## src/rtl/game_ctl_pkg.sv

```systemverilog
// game_ctl_pkg: shared state codes and playfield geometry defaults for the game sequencer.
package game_ctl_pkg;
    typedef enum logic [2:0] {
        ST_IDLE = 3'd0,
        ST_RUN  = 3'd1,
        ST_MISS = 3'd2,
        ST_OVER = 3'd3
    } state_t;
    localparam int SCREEN_W_D   = 1024;
    localparam int SCREEN_H_D   = 768;
    localparam int BALL_SIZE_D  = 16;
    localparam int PADDLE_W_D   = 128;
    localparam int PADDLE_Y_D   = 720;
    localparam int BALL_SPEED_D = 4;
    localparam int LIVES_D      = 3;
endpackage

```

## src/rtl/game_ctl_sync_edge.sv

```systemverilog
// sync_edge: optional 2-FF synchroniser followed by a rising-edge pulse generator.
module sync_edge #(
    parameter bit SYNC = 1'b1
)(
    input  logic clk_i,
    input  logic rst_i,
    input  logic d_i,
    output logic rise_o
);
    localparam int N = SYNC ? 3 : 2;
    logic [N-1:0] sh_q;
    always_ff @(posedge clk_i or posedge rst_i) begin
        if (rst_i) sh_q <= '0;
        else       sh_q <= {sh_q[N-2:0], d_i};
    end
    assign rise_o = sh_q[N-2] & ~sh_q[N-1];
endmodule

```

## src/rtl/game_ctl.sv

```systemverilog
// game_ctl: per-frame ball motion, wall/paddle bounces, misses and lives for the Arkanoid pipeline.
// Define GAME_CTL_SPEEDUP_EN to speed the ball up by 1 px every 8th paddle hit (max 8).
module game_ctl
    import game_ctl_pkg::*;
#(
    parameter int SCREEN_W   = SCREEN_W_D,
    parameter int SCREEN_H   = SCREEN_H_D,
    parameter int BALL_SIZE  = BALL_SIZE_D,
    parameter int PADDLE_W   = PADDLE_W_D,
    parameter int PADDLE_Y   = PADDLE_Y_D,
    parameter int BALL_SPEED = BALL_SPEED_D,
    parameter int LIVES      = LIVES_D
)(
    input  logic        pclk,
    input  logic        reset,
    input  logic        vblnk_in,
    input  logic        mouse_left,
    input  logic [11:0] paddle_x,
    output logic [11:0] ball_x,
    output logic [11:0] ball_y,
    output logic [1:0]  lives,
    output logic [2:0]  state,
    output logic        game_over
);
    localparam logic signed [12:0] BS   = 13'(BALL_SIZE);
    localparam logic signed [12:0] PY   = 13'(PADDLE_Y);
    localparam logic signed [12:0] PW   = 13'(PADDLE_W);
    localparam logic signed [12:0] SH   = 13'(SCREEN_H);
    localparam logic signed [12:0] XMAX = 13'(SCREEN_W - BALL_SIZE);
    localparam logic [11:0] REST_Y = 12'(PADDLE_Y - BALL_SIZE);
    localparam logic [11:0] PC_MAX = 12'(SCREEN_W - PADDLE_W);

    state_t            state_q;
    logic [1:0]        lives_q;
    logic              go_q, dxn_q, dyn_q, pend_q;
    logic [11:0]       bx_q, by_q, bx_d, by_d, pc, cx;
    logic              v_tick, m_rise, click, lft, rgt, top, hit_d, miss_d, dxn_d, dyn_d;
    logic [3:0]        spd;
    logic signed [12:0] step, nx, ny, x1, y1, pcs;

`ifdef GAME_CTL_SPEEDUP_EN
    logic [3:0] spd_q;
    logic [2:0] hits_q;
    assign spd = spd_q;
`else
    assign spd = 4'(BALL_SPEED);
`endif

    sync_edge #(.SYNC(1'b0)) u_vblnk (.clk_i(pclk), .rst_i(reset), .d_i(vblnk_in),   .rise_o(v_tick));
    sync_edge #(.SYNC(1'b1)) u_mouse (.clk_i(pclk), .rst_i(reset), .d_i(mouse_left), .rise_o(m_rise));

    // One RUN step: walls first (left, right, top), then the paddle, then the miss line.
    always_comb begin
        pc     = (paddle_x > PC_MAX) ? PC_MAX : paddle_x;
        cx     = pc + 12'(PADDLE_W / 2 - BALL_SIZE / 2);
        pcs    = signed'({1'b0, pc});
        step   = signed'({9'd0, spd});
        nx     = signed'({1'b0, bx_q}) + (dxn_q ? -step : step);
        ny     = signed'({1'b0, by_q}) + (dyn_q ? -step : step);
        lft    = nx <= 13'sd0;
        rgt    = nx >= XMAX;
        top    = ny <= 13'sd0;
        x1     = lft ? 13'sd0 : rgt ? XMAX : nx;
        y1     = top ? 13'sd0 : ny;
        dxn_d  = lft ? 1'b0 : rgt ? 1'b1 : dxn_q;
        hit_d  = !dyn_q && signed'({1'b0, by_q}) + BS <= PY && ny + BS >= PY && x1 + BS > pcs && x1 < pcs + PW;
        miss_d = !hit_d && ny >= SH;
        dyn_d  = hit_d ? 1'b1 : top ? 1'b0 : dyn_q;
        bx_d   = x1[11:0];
        by_d   = hit_d ? REST_Y : y1[11:0];
        click  = pend_q | m_rise;
    end

    always_ff @(posedge pclk or posedge reset) begin
        if (reset) begin
            state_q <= ST_IDLE;
            lives_q <= 2'(LIVES);
            go_q    <= 1'b0;
            bx_q    <= 12'(SCREEN_W / 2 - BALL_SIZE / 2);
            by_q    <= REST_Y;
            dxn_q   <= 1'b0;
            dyn_q   <= 1'b1;
            pend_q  <= 1'b0;
`ifdef GAME_CTL_SPEEDUP_EN
            spd_q   <= 4'(BALL_SPEED);
            hits_q  <= 3'd0;
`endif
        end else begin
            pend_q <= v_tick ? 1'b0 : click;
            if (v_tick) begin
                case (state_q)
                    ST_IDLE: begin
                        bx_q <= click ? cx + {8'd0, spd} : cx;
                        by_q <= click ? REST_Y - {8'd0, spd} : REST_Y;
                        if (click) begin
                            state_q <= ST_RUN;
                            dxn_q   <= 1'b0;
                            dyn_q   <= 1'b1;
                        end
                    end
                    ST_RUN: begin
                        if (miss_d) state_q <= ST_MISS;
                        else begin
                            bx_q  <= bx_d;
                            by_q  <= by_d;
                            dxn_q <= dxn_d;
                            dyn_q <= dyn_d;
                        end
`ifdef GAME_CTL_SPEEDUP_EN
                        if (hit_d) begin
                            hits_q <= hits_q + 3'd1;
                            if (hits_q == 3'd7 && spd_q < 4'd8) spd_q <= spd_q + 4'd1;
                        end
`endif
                    end
                    ST_MISS: begin
                        dxn_q <= 1'b0;
                        dyn_q <= 1'b1;
`ifdef GAME_CTL_SPEEDUP_EN
                        spd_q  <= 4'(BALL_SPEED);
                        hits_q <= 3'd0;
`endif
                        if (lives_q == 2'd1) begin
                            lives_q <= 2'd0;
                            go_q    <= 1'b1;
                            state_q <= ST_OVER;
                        end else begin
                            lives_q <= lives_q - 2'd1;
                            state_q <= ST_IDLE;
                        end
                    end
                    ST_OVER: begin
                        if (click) begin
                            lives_q <= 2'(LIVES);
                            go_q    <= 1'b0;
                            state_q <= ST_IDLE;
                        end
                    end
                    default: state_q <= ST_IDLE;
                endcase
            end
        end
    end

    assign ball_x    = bx_q;
    assign ball_y    = by_q;
    assign lives     = lives_q;
    assign state     = state_q;
    assign game_over = go_q;
endmodule
```

## config.mk

```make
export PLATFORM = sky130hd
export DESIGN_NAME = game_ctl
export DESIGN_NICKNAME = d
export VERILOG_FILES = /design/src/rtl/game_ctl_pkg.sv /design/src/rtl/game_ctl_sync_edge.sv /design/src/rtl/game_ctl.sv
export SDC_FILE = /design/constraint.sdc
export NUM_CORES = 1
export LEC_CHECK = 0
export CORE_ASPECT_RATIO = 0.7
export CORE_UTILIZATION = 53
export CTS_CLUSTER_SIZE = 40
export DETAILED_ROUTE_END_ITERATION = 6
export PLACE_DENSITY = 0.8
export SYNTH_ARGS = -nofsm -noshare
export SYNTH_HDL_FRONTEND = slang
export SYNTH_SLANG_ARGS = --single-unit
```

## constraint.sdc

```tcl
create_clock -name pclk -period 5.1 [get_ports pclk]
set_input_delay 0.51 -clock pclk [delete_from_list [all_inputs] [get_ports pclk]]
set_output_delay 0.51 -clock pclk [all_outputs]
set_load 0.02 [all_outputs]
```

==> results.cfg, run 1 <==
[worst_setup_path]
r2r_cells = 28
crit_start = ball_x[3]$_DFFE_PP1P_
arrival_ns = 5.53
crit_fanout = 5
crit_path_top_delay_cell = dfstp_2
critPathMaxStageDelay_ns = 0.59
cp.required_ns = 5.26
critPathLaunchType = flop
crit_path_end_kind = flop
critical_path_class = reg -> reg
reg2reg_from = ball_x[3]$_DFFE_PP1P_

[clock_network]
cts-buffers-inserted = 5
ctsHoldBuffers = 0
cts.sinks = 35
clockBufferDepth = 2
cts_tree = yes
htree_levels = 2
insertion_delay_ns = 0.28
path_clk_slew_ns = 0.05
root_buffer = clkbuf_16

[floorplanning]
ioPinCount = 46
chipHeight_um = 77.9
start_util_pct = 55.2
die-area_um2 = 8600
die_w_um = 110
fp-row-count = 27
core_um2 = 7910

[logic_synthesis]
synth_edf_count = 0
synth_cell_types = 79
ys.flop_type = dfrtp_1
synthArstFlopShare_pct = 100
synth_seq_cells = 35
syn_area_um2 = 4360
ys_warn_count = 0
ys_seq_area_share_pct = 20.4
synth_cells = 525
syn_area_per_cell_um2 = 8.31

[route]
ant_nets = 0
initialDrtViolationCount = 440
routedWlPerCell_um = 19.0
via_per_inst = 6.38
drc_errors = 0
first_pass_iters = 5
met1_length_um = 6540
wl_met3_um = 1340
top_layer = met4
wirelength_um = 14100
wl_met2_um = 6040
vias = 4741

[global_route]
grt_util_all_layers_pct = 31.2
grt_max_degree = 23
antenna_found_initial = 0
overflow = 0
grt_pass1_vias = 4254
grt_pass1_wl_um = 21600

[sta]
min_period_over_period_pct = 105
finalHoldViolations = 0
clock.fmax_mhz = 186
fin_crit_ns = 5.37
rsz0062_at_grt = yes
drv_slew = 0
setup_viol = 25
tightest_slew_ns = 0.910
fin_skew_ns = 0.00392
maxSlewHeadroom_pct = 38.4
fin_ws_ns = -0.270

[run_status]
violations = setup timing
status = finished with violations

[placed_design]
dp.cells = 712
port-buffer-count = 42
place.gp.congestion = 0.902
hpwl_um = 10100

[min_path]
hp-class = reg -> reg
min_from = u_mouse.sh_q[0]$_DFF_PP0_
holdPathStages = 0

[layout]
register_area_um2 = 893
fin_cells = 743
final_layout_size_suffix_gt1_share_pct = 26.9
nets = 711
multi_input_area_um2 = 3590
antenna_cells = 0
layout_common_cells = 65 x buf_4, 53 x nor2_1, 47 x ha_1
fillers = 572
area_growth_pct = 35.9
fin_util_pct = 75.0
layout_commonest_cell = buf_4

[job]
drv_cap = 0
synth_stat cells, types with 4 or more instances:
cell type / instances / area share, %
nand2b_1: 10 / 1.4
dfrtp_1: 23 / 13
nor2_1: 57 / 4.9
xnor2_1: 17 / 3.4
a221o_1: 5 / 1.1
nor3_1: 12 / 1.4
mux2_4: 13 / 4.5
nand2_1: 37 / 3.2
and2_1: 8 / 1.1
dfstp_2: 12 / 7.2
o41ai_1: 5 / 1.0
o21a_1: 6 / 1.0
nor2b_1: 11 / 1.6
ha_1: 52 / 15
a2111oi_0: 5 / 1.0
nand3_1: 14 / 1.6
clkbuf_1: 10 / 0.86
a21oi_1: 26 / 3.0
o31ai_1: 6 / 1.0
and3_1: 4 / 0.57
a21o_1: 9 / 1.5
xor2_1: 8 / 1.6
a211oi_1: 8 / 1.4
inv_1: 33 / 2.8
o21ai_0: 27 / 3.1
o211ai_1: 7 / 1.2
nand4_1: 10 / 1.4
nor4_1: 7 / 1.0
or3_1: 7 / 1.0
registers in the layout, summed over array words and instances, names as in the netlist:
| signal | count |
|---|---|
| ball_x | 12 |
| game_over | 1 |
| dyn_q | 1 |
| state | 2 |
| u_vblnk.sh_q | 2 |
| u_mouse.sh_q | 3 |
| lives | 2 |
| pend_q | 1 |
| dxn_q | 1 |
| ball_y | 10 |
area by class of cell:
| cell class | count | share of cell area [%] |
|---|---|---|
| inverters | 33 | 2.09 |
| well taps | 101 | 2.13 |
| repair buffers | 117 | 17.7 |
| clock inverters | 1 | 0.0844 |
| flip-flops and latches | 35 | 15.1 |
| clock buffers | 7 | 2.41 |
| multi-input cells | 449 | 60.6 |
repair_timing:
| action | 4_1_cts | 5_1_grt |
|---|---|---|
| cloned | 1 | 0 |
| resized for setup | 29 | 19 |
| pin swaps | 18 | 9 |
| setup endpoints to repair | 26 | 26 |
| buffers inserted | 18 | 4 |
path summary, 6_finish.rpt:
kind	slack, ns	endpoint
worst max-delay path	-0.27	ball_x[1]$_DFFE_PP0P_
worst min-delay path	0.37	u_mouse.sh_q[1]$_DFF_PP0_
worst max register to register	-0.27	ball_x[1]$_DFFE_PP0P_
worst min register to register	0.37	u_mouse.sh_q[1]$_DFF_PP0_
max in group asynchronous	3.70	ball_y[9]$_DFFE_PP1P_
min in group asynchronous	0.63	u_vblnk.sh_q[0]$_DFF_PP0_
metrics by stage:
stage | TNS [ns] | hold WS [ns] | instance area [µm²] | setup slack [ns]
final | -4.91 | 0.370 | 5930 | -0.270
after global routing | -12.20 | 0.373 | 5930 | -0.552
after CTS | -1.14 | 0.373 | 5790 | -0.111
after detailed placement | -10.51 | 0.352 | 5360 | -0.524
after global placement | -5.19 | 0.336 | 5360 | -0.302
after floorplan | 0 | 0.331 | 4520 | 0.0118
layer usage:
metal / vias to the layer above / global-route usage [%]
met1: 2268 / 45.9
li1: 2176 / -
met3: 24 / 5.78
met4: 0 / 4.80
met2: 273 / 47.8
met5: - / 0
critical path: cells and delay by family (launching register included):
family / cells / cell delay (ns)
simple gates: 8 / 0.92
fa+ha+maj: 3 / 0.70
compound gates: 14 / 2.67
flops: 1 / 0.59
buf+inv: 3 / 0.36
cells by family after synthesis:
family,after synthesis,share of synthesized area [%]
mux,17,5.48
flops,35,20.4
other cells,2,0.172
fa+ha+maj,54,15.8
buf+inv,51,5.42
simple gates,188,21.2
xor+xnor,26,5.53
compound gates,152,26.0
Power of run 1 is not shown: default switching activity piles up to over one toggle a cycle in this logic, so the estimate is an artifact.
==> run 2, diff against run 1 <==
--- a/config.mk
+++ b/config.mk
@@ -6,10 +6,10 @@
 export NUM_CORES = 1
 export LEC_CHECK = 0
 export CORE_ASPECT_RATIO = 0.7
-export CORE_UTILIZATION = 53
+export CORE_UTILIZATION = 35
 export CTS_CLUSTER_SIZE = 40
 export DETAILED_ROUTE_END_ITERATION = 6
-export PLACE_DENSITY = 0.8
+export PLACE_DENSITY = 0.58
 export SYNTH_ARGS = -nofsm -noshare
 export SYNTH_HDL_FRONTEND = slang
 export SYNTH_SLANG_ARGS = --single-unit
==> run 2 against run 1 <==
- the run still ends with setup timing left
- core utilization shrank 26 points
- clock skew grew 0.0014 ns
- hold slack lost 0.022 ns
- die area grew 50%
- highest routed layer unchanged
- flip-flop and latch count is the same
- global-route usage shrank 9.9 points
- via count shrank 5.7%
- critical path depth is the same
- final cell count grew 7.8%
- wire length shrank 5.2%
- critical endpoint unchanged
==> results.cfg, run 2 (synthesized netlist as in run 1, its figures left out) <==
[run_status]
status = finished with violations
violations = setup timing

[floorplanning]
start_util_pct = 36.6
fp-row-count = 33
chipHeight_um = 95.4
die-area_um2 = 12900
core_um2 = 11900
die_w_um = 135
ioPinCount = 46

[worst_setup_path]
crit_path_top_delay_cell = dfstp_2
worstReg2RegEnd = ball_x[1]$_DFFE_PP0P_
reg2reg_from = ball_x[3]$_DFFE_PP1P_
arrival_ns = 5.37
r2r_cells = 28
r2r_slack_ns = -0.11
crit_path_end_kind = flop
cp.required_ns = 5.26
critical_path_class = reg -> reg
critPathMaxStageDelay_ns = 0.55
crit_fanout = 6
critPathLaunchType = flop

[clock_network]
cts-buffers-inserted = 5
root_buffer = clkbuf_16
cts_tree = yes
htree_levels = 2
insertion_delay_ns = 0.28
ctsHoldBuffers = 0
clockBufferDepth = 2
cts.sinks = 35
path_clk_slew_ns = 0.05

[route]
initialDrtViolationCount = 392
via_per_inst = 5.58
vias = 4471
routedWlPerCell_um = 16.7
drc_errors = 0
first_pass_iters = 4
wirelength_um = 13400
ant_nets = 0

[layout]
final_layout_size_suffix_gt1_share_pct = 25.6
layout_common_cells = 68 x buf_4, 53 x nor2_1, 48 x ha_1
nets = 713
fin_util_pct = 49.4
antenna_cells = 0
layout_commonest_cell = buf_4
largest_register_ffs = 12
area_growth_pct = 35.2

[sta]
fin_ws_ns = -0.108
fin_skew_ns = 0.00528
drv_slew = 0
finalHoldViolations = 0
fin_crit_ns = 5.21
min_period_over_period_pct = 102
tightest_slew_ns = 0.774
maxSlewHeadroom_pct = 48.3
setup_viol = 22
clock.fmax_mhz = 192
rsz0062_at_grt = yes

[placed_design]
place.gp.congestion = 0.868
port-buffer-count = 42
hpwl_um = 10500

[min_path]
hp-class = reg -> reg
min_to = u_mouse.sh_q[1]$_DFF_PP0_
min_from = u_mouse.sh_q[0]$_DFF_PP0_
holdPathStages = 0

[global_route]
grt_pass1_vias = 4090
grt_util_all_layers_pct = 21.3
grt_max_degree = 23
overflow = 0
antenna_found_initial = 0
grt_pass1_wl_um = 21400

[job]
drv_cap = 0
==> run 2: changes by cell type in the layout (fill, tap and decap cells not counted), sizes merged <==
cell / delta
buf: +2
clkinv: -1
clkinvlp: +1
==> run 2: worst max path at each step <==
stage,startpoint,end,slack (ns),cells past startpoint
global route,dxn_q$_DFFE_PP0P_,ball_x[1]$_DFFE_PP0P_,-0.38,28
floorplan,ball_x[4]$_DFFE_PP1P_,ball_x[0]$_DFFE_PP0P_,0.01,27
finish,ball_x[3]$_DFFE_PP1P_,ball_x[1]$_DFFE_PP0P_,-0.11,28
global placement,dxn_q$_DFFE_PP0P_,ball_x[7]$_DFFE_PP1P_,-0.42,21
CTS,ball_x[3]$_DFFE_PP1P_,ball_y[2]$_DFFE_PP0P_,-0.09,28
detailed placement,dxn_q$_DFFE_PP0P_,ball_x[6]$_DFFE_PP1P_,-0.58,21
==> run 2: what timing repair did <==
item	in CTS	in global routing
gates cloned	1	0
setup buffers	15	4
resized for setup	17	19
pin swaps	30	8
setup endpoints to repair	25	26
==> run 2: routing by layer <==
layer	vias to the layer above	track usage, %	part of all wire [%]	wire length, µm
met4	0	3.37	0.72	96
met2	118	29.4	39	5210
met3	12	4.04	5.9	789
li1	2173	-	-	-
met1	2168	33.6	54	7270
met5	-	0	0	0
==> run 2: through the flow <==
step | area [µm²] | setup WS (ns) | hold slack (ns) | cells | TNS (ns)
6_report | 5900 | -0.108 | 0.348 | 801 | -1.53
5_1_grt | 5900 | -0.380 | 0.359 | 801 | -8.11
4_1_cts | 5800 | -0.0925 | 0.350 | 797 | -1.42
3_5_place_dp | 5450 | -0.575 | 0.337 | 773 | -10.81
3_3_place_gp | 5450 | -0.420 | 0.343 | 773 | -7.49
2_1_floorplan | 4520 | 0.0118 | 0.331 | 534 | 0
==> run 2: critical path: cells and delay by family, from the launching register on <==
kind,cells,cell delay (ns)
fa+ha+maj,3,0.84
simple gates,8,0.75
buf+inv,3,0.34
flops,1,0.55
compound gates,14,2.58
==> run 2: layout make-up <==
cell class / count / area, µm²
multi-input combinational: 449 / 3500
inverter: 33 / 124
clock inverter: 1 / 7.51
sequential: 35 / 893
clock buffer: 7 / 133
tap: 157 / 196
timing repair buffer: 119 / 1040
fill: 1138 / 6030
Power of run 2 is left out for the same reason.
==> run 3, diff against run 2 <==
--- a/config.mk
+++ b/config.mk
@@ -12,4 +12,6 @@
 export PLACE_DENSITY = 0.58
 export SYNTH_ARGS = -nofsm -noshare
 export SYNTH_HDL_FRONTEND = slang
+export SYNTH_HIERARCHICAL = 1
 export SYNTH_SLANG_ARGS = --single-unit
+export TNS_END_PERCENT = 5
==> constraint.sdc (replaced) <==
create_clock -name pclk -period 5.1 [get_ports pclk]
set_input_delay 0.765 -clock pclk [delete_from_list [all_inputs] [get_ports pclk]]
set_output_delay 0.765 -clock pclk [all_outputs]
set_load 0.02 [all_outputs]
==> run 3 against run 2 <==
- the run still ends with setup timing left
- die area down 5.4%
- final cell count down 7.2%
- worst setup slack worse by 0.14 ns
- register-to-register slack worse by 0.14 ns
- core utilization down 2.2 points
- sequential share of layout area up 1.6 points
- non-clock buffer count down 34
- critical endpoint is now ball_x[0]$_DFFE_PP0P_
- highest routed layer unchanged
==> results.cfg, run 3 <==
[route]
vias = 4138
first_pass_iters = 5
ant_nets = 0
routedWlPerCell_um = 16.9
wirelength_um = 12600
via_per_inst = 5.57
initialDrtViolationCount = 314
drc_errors = 0

[global_route]
grt_pass1_wl_um = 20600
antenna_found_initial = 0
grt_util_all_layers_pct = 21.1
overflow = 0
grt_max_degree = 31
grt_pass1_vias = 3999

[logic_synthesis]
synth_top_family_by_area = compound AO/OA/AOI/OAI gates
ys.flop_type = dfrtp_1
synth_compound_gate_area_share_pct = 27.0
synth_common_cells = 52 x ha_1, 42 x nand2_1, 36 x inv_1
ys_seq_area_share_pct = 21.6
synth_cells = 503
synthSimpleGateAreaFrac_pct = 22.3
ys_warn_count = 6
syn_area_um2 = 4120
synth_top_area_cell = ha_1
synth_adder_area_share_pct = 16.7
yosysMostFrequentCell = ha_1
muxShareOfSynthArea_pct = 1.88
synth_top_area_share_pct = 15.8
synth_seq_cells = 35
synthXorXnorAreaFrac_pct = 5.10
syn_area_per_cell_um2 = 8.20
synth_edf_count = 0
yosys-top-cells-area = ha_1 16%, dfrtp_1 14%, dfstp_2 7.6%
synth_cell_types = 77
synthArstFlopShare_pct = 100

[layout]
antenna_cells = 0
area_growth_pct = 29.0
layout_commonest_cell = ha_1
layout_common_cells = 50 x ha_1, 42 x nand2_1, 42 x clkdlybuf4s50_1
largest_register_ffs = 12
nets = 659
final_layout_size_suffix_gt1_share_pct = 18.0

[placed_design]
port-buffer-count = 42
hpwl_um = 10100
place.gp.congestion = 0.916

[worst_setup_path]
r2r_slack_ns = -0.25
r2r_cells = 24
crit_path_end_kind = flop
crit_fanout = 5
cp.required_ns = 5.27
worstReg2RegEnd = ball_x[0]$_DFFE_PP0P_
reg2reg_from = ball_x[4]$_DFFE_PP1P_
arrival_ns = 5.52
critPathLaunchType = flop
critical_path_class = reg -> reg
crit_start = ball_x[4]$_DFFE_PP1P_
worstSetupEndpoint = ball_x[0]$_DFFE_PP0P_

[job]
drv_cap = 0

[clock_network]
cts_tree = yes
root_buffer = clkbuf_16
htree_levels = 2
clockBufferDepth = 2
cts.sinks = 35
path_clk_slew_ns = 0.06
insertion_delay_ns = 0.29
cts-buffers-inserted = 5

[floorplanning]
core_um2 = 11300
fp-row-count = 32
die-area_um2 = 12200
ioPinCount = 46
chipHeight_um = 92.8
die_w_um = 132
start_util_pct = 36.7

[sta]
min_period_over_period_pct = 105
timing.hold.ws_ns = 0.350
clock.fmax_mhz = 187
finalHoldViolations = 0
fin_crit_ns = 5.35
fin_ws_ns = -0.250
setup_viol = 26
tightest_slew_ns = 0.701
drv_slew = 0
maxSlewHeadroom_pct = 53.1
fin_skew_ns = 0.00725
rsz0062_at_grt = yes

[run_status]
status = finished with violations
violations = setup timing

[min_path]
holdPathStages = 0
hp-class = reg -> reg
run 3: cell types whose count changed after synthesis, sizes merged, moves of 5 or more:
cell,before,now
nand4,10,4
nand3,14,23
mux2,16,6
a22oi,0,5
nand2,37,42
nor3,12,18
nor2,57,33
run 3: cell type report:
class | count | area (µm²)
Fill cell | 1085 | 5930
Sequential cell | 35 | 892
Timing Repair Buffer | 85 | 751
Clock buffer | 5 | 125
Tap cell | 153 | 191
Clock inverter | 3 | 67.6
Multi-Input combinational cell | 426 | 3160
Inverter | 36 | 135
run 3: worst min path at each step:
stage | start | end
floorplan | u_mouse/sh_q[0]$_DFF_PP0_ | u_mouse/sh_q[1]$_DFF_PP0_
finish | u_mouse/sh_q[0]$_DFF_PP0_ | u_mouse/sh_q[1]$_DFF_PP0_
global route | u_mouse/sh_q[0]$_DFF_PP0_ | u_mouse/sh_q[1]$_DFF_PP0_
CTS | u_mouse/sh_q[0]$_DFF_PP0_ | u_mouse/sh_q[1]$_DFF_PP0_
global placement | u_mouse/sh_q[0]$_DFF_PP0_ | u_mouse/sh_q[1]$_DFF_PP0_
detailed placement | u_mouse/sh_q[0]$_DFF_PP0_ | u_mouse/sh_q[1]$_DFF_PP0_
run 3: cell families (layout without fill, tap and decap cells):
kind of cell	after synthesis	after routing
AND/OR/NAND/NOR	175	175
AO/OA/AOI/OAI	155	155
adder cells (fa/ha/maj)	54	54
buffers and inverters	51	129
flip-flops	35	35
XOR/XNOR	24	24
multiplexers	7	7
other	2	11
run 3: per-layer routing:
metal	GRT usage (%)	part of all wire (%)	up-vias
met5	0	0	-
met4	3.88	1.1	0
met3	4.00	6.0	18
met2	31.8	42	138
met1	31.1	51	1943
li1	-	-	2039
run 3: critical path, stage by stage, from the launching register on:
cell and delay [ns]:
dfstp_2 0.56, ha_4 0.20, nor2b_4 0.12, o31a_1 0.27
o31a_1 0.30, o21a_1 0.22, o211a_1 0.26, nor3_4 0.29
o21a_1 0.21, ha_2 0.19, nor2b_4 0.12, mux2i_1 0.07
o22a_1 0.15, nor2_1 0.09, ha_1 0.26, nand3_1 0.13
nor4_2 0.05, a211oi_1 0.17, o221ai_1 0.19, a221oi_2 0.24
buf_4 0.16, a21oi_1 0.08, a221o_1 0.41, o21bai_2 0.24
a32o_1 0.24
run 3: metrics by stage:
step	cells	util [%]	TNS, ns	setup slack (ns)	instance area, µm²
2_1_floorplan	512	-	-2.61	-0.198	4220
3_3_place_gp	734	45.0	-1.02	-0.135	5060
3_5_place_dp	734	45.0	-6.21	-0.333	5060
4_1_cts	742	46.9	-3.13	-0.266	5280
5_1_grt	743	47.3	-10.0	-0.464	5320
6_report	743	47.3	-4.35	-0.250	5320
run 3: what timing repair did:
action / 4_1_cts / 5_1_grt
pin swaps: 8 / 5
endpoints found under the setup margin: 26 / 26
gates resized for setup: 7 / 7
hold buffers: 0 / 0
setup buffers: 0 / 1
Power of run 3 is left out for the same reason.
